`src/rtl/contador_clk_param.sv`:
```
// contador_clk_param
//   Clock-enable generator driven entirely from CLK_NX. Produces a fixed
//   pixel-rate tick and N_CH programmable divider channels. Each channel can
//   emit a one-cycle pulse or a 50% duty square wave. A gated copy of one
//   channel's square wave is also produced as the ring/alert output.
//
// Ports
//   CLK_NX      in   1          system clock, rising edge
//   reset       in   1          synchronous, active-high
//   load        in   1          strobe: capture div_in into every channel
//   div_in      in   N_CH*DIV_W channel i divisor at [i*DIV_W +: DIV_W]
//   mode        in   N_CH       0 = pulse, 1 = square (combinational select)
//   ch_en       in   N_CH       per-channel run enable
//   sync        in   1          strobe: realign pixel and channel counters
//   ring_en     in   1          request to gate clk_RING on
//   pixel_rate  out  1          one-cycle enable every PIX_DIV cycles
//   ch_out      out  N_CH       per-channel tick or square
//   clk_RING    out  1          gated square from channel RING_CH

// ---------------------------------------------------------------------------
// contador_clk_ch
//   One divider lane: divisor register, wrap counter, tick/toggle registers
//   and a ring gate. Only the lane selected as RING_CH in the top feeds
//   clk_RING; the gate logic in the other lanes has no load and is pruned.
//
// Ports
//   CLK_NX   in   1      clock
//   reset    in   1      synchronous, active-high
//   load     in   1      capture div_in, clear lane state
//   sync     in   1      clear lane state, keep divisor
//   en       in   1      run enable; low clears and holds the lane
//   ring_en  in   1      gate request, sampled on the tog 0->1 edge
//   div_in   in   DIV_W  new divisor
//   tick     out  1      registered one-cycle pulse on each wrap
//   tog      out  1      toggles on each wrap
//   ring     out  1      tog AND gate, held in its own register
// ---------------------------------------------------------------------------
module contador_clk_ch #(
  parameter int DIV_W   = 24,
  parameter int DEF_DIV = 50000
) (
  input  logic             CLK_NX,
  input  logic             reset,
  input  logic             load,
  input  logic             sync,
  input  logic             en,
  input  logic             ring_en,
  input  logic [DIV_W-1:0] div_in,
  output logic             tick,
  output logic             tog,
  output logic             ring
);

  localparam logic [DIV_W-1:0] ONE   = DIV_W'(1);
  localparam logic [DIV_W-1:0] DEF_V = DIV_W'(DEF_DIV);

  logic [DIV_W-1:0] div_reg;
  logic [DIV_W-1:0] cnt;
  logic             gate;
  logic             clr;
  logic             wrap;

  // Any of these sources restarts the lane from zero on this edge. A zero
  // divisor is treated as a permanent clear so the lane simply stalls.
  assign clr  = load | sync | ~en | (div_reg == '0);

  // Wrap by compare against div-1: no counter overflow, so the all-ones
  // divisor is a legal setting.
  assign wrap = ~clr & (cnt == (div_reg - ONE));

  always_ff @(posedge CLK_NX) begin
    if (reset) begin
      div_reg <= DEF_V;
      cnt     <= '0;
      tick    <= 1'b0;
      tog     <= 1'b0;
    end else begin
      if (load) div_reg <= div_in;
      if (clr) begin
        cnt  <= '0;
        tick <= 1'b0;
        tog  <= 1'b0;
      end else if (wrap) begin
        cnt  <= '0;
        tick <= 1'b1;
        tog  <= ~tog;
      end else begin
        cnt  <= cnt + ONE;
        tick <= 1'b0;
      end
    end
  end

  // Gate and ring output are both registered. ring mirrors the next value of
  // (tog & gate): it only rises together with tog, and only falls together
  // with tog or on a lane clear. A ring_en change therefore never cuts or
  // creates a partial high phase, and the output cannot glitch.
  always_ff @(posedge CLK_NX) begin
    if (reset || clr) begin
      gate <= 1'b0;
      ring <= 1'b0;
    end else if (wrap && !tog) begin
      gate <= ring_en;
      ring <= ring_en;
    end else if (wrap && tog) begin
      ring <= 1'b0;
    end
  end

endmodule

// ---------------------------------------------------------------------------
// contador_clk_param (top)
// ---------------------------------------------------------------------------
module contador_clk_param #(
  parameter int PIX_DIV = 4,
  parameter int N_CH    = 3,
  parameter int DIV_W   = 24,
  parameter int DEF_DIV = 50000,
  parameter int RING_CH = 0
) (
  input  logic                  CLK_NX,
  input  logic                  reset,
  input  logic                  load,
  input  logic [N_CH*DIV_W-1:0] div_in,
  input  logic [N_CH-1:0]       mode,
  input  logic [N_CH-1:0]       ch_en,
  input  logic                  sync,
  input  logic                  ring_en,
  output logic                  pixel_rate,
  output logic [N_CH-1:0]       ch_out,
  output logic                  clk_RING
);

  localparam int PW = (PIX_DIV > 1) ? $clog2(PIX_DIV) : 1;
  localparam logic [PW-1:0]   PIX_LAST  = PW'(PIX_DIV - 1);
  localparam logic [PW-1:0]   PIX_ONE   = PW'(1);
  localparam logic [N_CH-1:0] RING_MASK = N_CH'(1) << RING_CH;

  // ---- pixel-rate tick -----------------------------------------------------
  logic [PW-1:0] pcnt;

  // With PIX_DIV = 1 the counter sits at 0 == PIX_LAST, so the tick is
  // asserted after every edge.
  always_ff @(posedge CLK_NX) begin
    if (reset || sync) begin
      pcnt       <= '0;
      pixel_rate <= 1'b0;
    end else if (pcnt == PIX_LAST) begin
      pcnt       <= '0;
      pixel_rate <= 1'b1;
    end else begin
      pcnt       <= pcnt + PIX_ONE;
      pixel_rate <= 1'b0;
    end
  end

  // ---- divider lanes -------------------------------------------------------
  logic [N_CH-1:0] tick;
  logic [N_CH-1:0] tog;
  logic [N_CH-1:0] ring;

  for (genvar i = 0; i < N_CH; i++) begin : g_ch
    contador_clk_ch #(
      .DIV_W   (DIV_W),
      .DEF_DIV (DEF_DIV)
    ) u_ch (
      .CLK_NX  (CLK_NX),
      .reset   (reset),
      .load    (load),
      .sync    (sync),
      .en      (ch_en[i]),
      .ring_en (ring_en),
      .div_in  (div_in[i*DIV_W +: DIV_W]),
      .tick    (tick[i]),
      .tog     (tog[i]),
      .ring    (ring[i])
    );
  end

  // mode is a pure output select between two registered signals; the lane
  // state itself does not depend on it.
  assign ch_out   = (mode & tog) | (~mode & tick);

  // Only the selected lane reaches clk_RING.
  assign clk_RING = |(ring & RING_MASK);

endmodule

```
`config.mk`:
```
export PLATFORM = sky130hd
export DESIGN_NAME = contador_clk_param
export DESIGN_NICKNAME = d
export VERILOG_FILES = /design/src/rtl/contador_clk_param.sv
export SDC_FILE = /design/constraint.sdc
export NUM_CORES = 1
export LEC_CHECK = 0
export CAP_MARGIN = 20
export CORE_MARGIN = 2
export CORE_UTILIZATION = 30
export CTS_CLUSTER_DIAMETER = 200
export CTS_CLUSTER_SIZE = 24
export DETAILED_ROUTE_END_ITERATION = 16
export HOLD_SLACK_MARGIN = 0.12
export SLEW_MARGIN = 20
export SYNTH_ARGS = -nofsm -noshare
export SYNTH_HDL_FRONTEND = slang
export SYNTH_SLANG_ARGS = --single-unit
```
`constraint.sdc`:
```
create_clock -name CLK_NX -period 3.5 [get_ports CLK_NX]
set_input_delay 0.7 -clock CLK_NX [delete_from_list [all_inputs] [get_ports CLK_NX]]
set_output_delay 0.7 -clock CLK_NX [all_outputs]
set_load 0.01 [all_outputs]
```
==> metrics <==
via/cell ratio 5.14; Switching Share 26.6%; PD cells 377 nW/um^2; Post-synth EDFFs 0; Avg WL per Cell 15.8 microns; worst path required time 3.82 ns; Post-DRT Antenna Nets 0; GRT overflow 0; Comb pwr share 11.5%; first-pass GRT wire length 39900 microns; fin cells 1537; layout net count 1221; number of buffers and inverters on the critical path 1; CP arrival 3.50 ns; cell area after layout 11000 sq um; routed wire length 24200 microns; CP startpoint kind flop; DIE AREA 32200 sq um; Post-CTS Setup Bufs 0; HP Class flop to flop; post-synthesis sequential area ratio 33.4%; R2R cell count 8; final hold viol count 0; Vias 7899; CTS H-Tree Depth 4; status completed; hpwl dp 17900 microns; CP max stage delay 0.70 ns; initial drt markers 370; largest net degree at the start of global routing 41; Num CTS Buffers 17; delay-heaviest family, CP simple AND/OR/NAND/NOR gates; die width 180 microns; fillers 3117; I/O pins 88; # clock sinks 154; P_sw 0.00111 W; Final Slew Violations 0; final core utilization 36.3%; CP Launch Point g_ch[0].u_ch.div_reg[0]; Net Count, Synth 1160; worst skew pair latency 0.43 ns; Leak 3.83 nW; Syn Inst Count 1067; clk root buf clkbuf_16; CTS tree yes; Clk pin slew, worst setup/hold paths 0.07 ns; worst reg2reg setup slack 0.32 ns; Synth cell types 84; worst vdd ir 0.000279 V; setup TNS 0 ns; Cell Area, Placed 10500 sq um; Multi-input gate area 5760 sq um; crit-path cells inv_1 -> ha_1 -> or4b_2 -> o41ai_1 -> nand4_1 -> nor4_1 -> and3_1 -> mux2_1; IO Port Bufs 87; reg2reg start g_ch[0].u_ch.div_reg[0]; Core Area 30400 sq um; Crit-path slowest cell or4b_2; max-cap viol count 0; number of synthesized register bits 154; Seq pwr share 45.5%; Final Setup Violations 0; chip height 180 microns; GP Congestion 0.864; Slew headroom 61.7%; Detailed Routing Iterations Pass 1 5; Main synth FF type dfxtp_1; crit path max fanout 6; Setup crit end g_ch[0].u_ch.tog; initial antenna violation count 0; Crit Path Category flop to flop; Final period util 90.7%; Period minus WS final 3.18 ns; FP Rows 64; Cell Int Power 0.00305 W; Syn. warnings 0; Area Growth Syn to Fin 19.5%; Synth async-reset ratio 0%; crit path capture type flop; Mean Syn Cell Area 8.66 sq um; share of layout cells above drive strength 1 9.47%; diode count 0; Crit path depth 8; Post-Route Skew 0.0139 ns; Syn Std Cell Area 9240 sq um; FF+latch area 3080 sq um; DRC violations left 0; Reg2Reg Capture Point g_ch[0].u_ch.tog; GR Util All Layers 15.0%; worst-margin pin slew 0.570 ns; Post-Place Cells 1505; clock share of power 43.0%; starting density of the core 30.4%; Achievable Freq 0.315 GHz; CTS Buffer Depth 2; vias in the first global route 7589
## layout by cell type (no fill, tap or decap), drive strengths merged, types with 6 or more instances in the layout
cell / instances
clkdlybuf4s50: 85
buf: 23
mux2i: 73
a2111oi: 10
nand4: 30
clkbuf: 19
nand3: 46
a21oi: 9
nor4b: 6
and3: 20
or2: 6
nor3: 101
ha: 10
xnor2: 84
xor2: 67
o21ai: 14
and4: 8
nor3b: 7
mux2: 6
clkinv: 8
a31oi: 7
inv: 23
or4: 16
nand2b: 7
nor2: 117
or3: 18
dfxtp: 154
o211ai: 7
nor4: 21
nand2: 61
## cell usage after synthesis (5+ instances only)
library cell | instances | area, sq um
a31oi_1 | 6 | 37.5
a2111oi_0 | 8 | 70.1
or4_1 | 12 | 90.1
nand2_1 | 61 | 229
nor2_1 | 117 | 439
xnor2_1 | 84 | 736
xor2_1 | 67 | 587
nor3_2 | 21 | 210
o21ai_0 | 13 | 65.1
clkbuf_1 | 48 | 180
and3_1 | 18 | 113
or2_2 | 6 | 37.5
inv_1 | 22 | 82.6
nand2b_1 | 7 | 43.8
mux2i_1 | 73 | 731
ha_1 | 10 | 125
nand4_1 | 30 | 188
or3_1 | 18 | 113
nor3b_1 | 6 | 45.0
nor4_1 | 16 | 100
a21oi_1 | 8 | 40.0
a211o_1 | 5 | 43.8
nor3_1 | 79 | 395
nand3_1 | 46 | 230
and4_1 | 8 | 70.1
buf_6 | 7 | 78.8
o22ai_1 | 5 | 31.3
o211ai_1 | 7 | 52.6
dfxtp_1 | 154 | 3080
## power by group through the flow
stage	clock network, W	registers (W)	logic (W)
2_1_floorplan	0	0.00189	0.000328
3_3_place_gp	0	0.00193	0.000475
3_5_place_dp	0	0.00193	0.000480
4_1_cts	0.00183	0.00189	0.000482
5_1_grt	0.00189	0.00190	0.000527
6_report	0.00179	0.00189	0.000480
## cell families (layout without fill, tap and decap cells)
group | count (synthesis) | count (layout) | synth area share [%]
AND/OR/NAND/NOR | 486 | 486 | 29.7
flip-flops | 154 | 154 | 33.4
XOR/XNOR | 151 | 151 | 14.3
AO/OA/AOI/OAI | 98 | 98 | 8.29
buffers and inverters | 89 | 163 | 4.36
multiplexers | 79 | 79 | 8.64
adder cells (fa/ha/maj) | 10 | 10 | 1.35
## layer usage
layer  track usage [%]  wire [microns]  vias up
met5                 0               0        -
met4              5.76             648        0
met3              3.10             970       31
met2              24.5           11200      153
met1              19.4           11400     3746
li1                  -               -     3969
## layout make-up
class / instances / area share, %
multi-input combinational: 824 / 52.2
timing repair buffer: 108 / 9.48
inverter: 23 / 0.782
clock inverter: 13 / 1.11
clock buffer: 19 / 4.01
sequential: 154 / 27.9
tap: 396 / 4.49
## through the flow
stage / total power (W) / setup WS, ns / hold slack (ns)
2_1_floorplan: 0.00221 / 0.590 / 0.405
3_3_place_gp: 0.00241 / 0.443 / 0.417
3_5_place_dp: 0.00241 / 0.360 / 0.430
4_1_cts: 0.00420 / 0.344 / 0.438
5_1_grt: 0.00432 / -0.0199 / 0.476
6_report: 0.00416 / 0.324 / 0.433
## worst min path at each step
stage | end | start | cells past startpoint
6_report | pcnt[0] | pcnt[0] | 1
5_1_grt | pcnt[0] | pcnt[0] | 1
4_1_cts | pcnt[0] | pcnt[0] | 1
3_5_place_dp | pcnt[0] | pcnt[0] | 1
3_3_place_gp | pcnt[0] | pcnt[0] | 1
2_1_floorplan | pcnt[0] | pcnt[0] | 1
## what timing repair did
| action | in CTS | in global routing |
|---|---|---|
| hold endpoints to repair | 0 | 0 |
| gates resized for setup | 0 | 1 |
| hold buffers | 0 | 0 |
| endpoints found under the setup margin | 0 | 1 |
(Power assumes the default switching activity.)
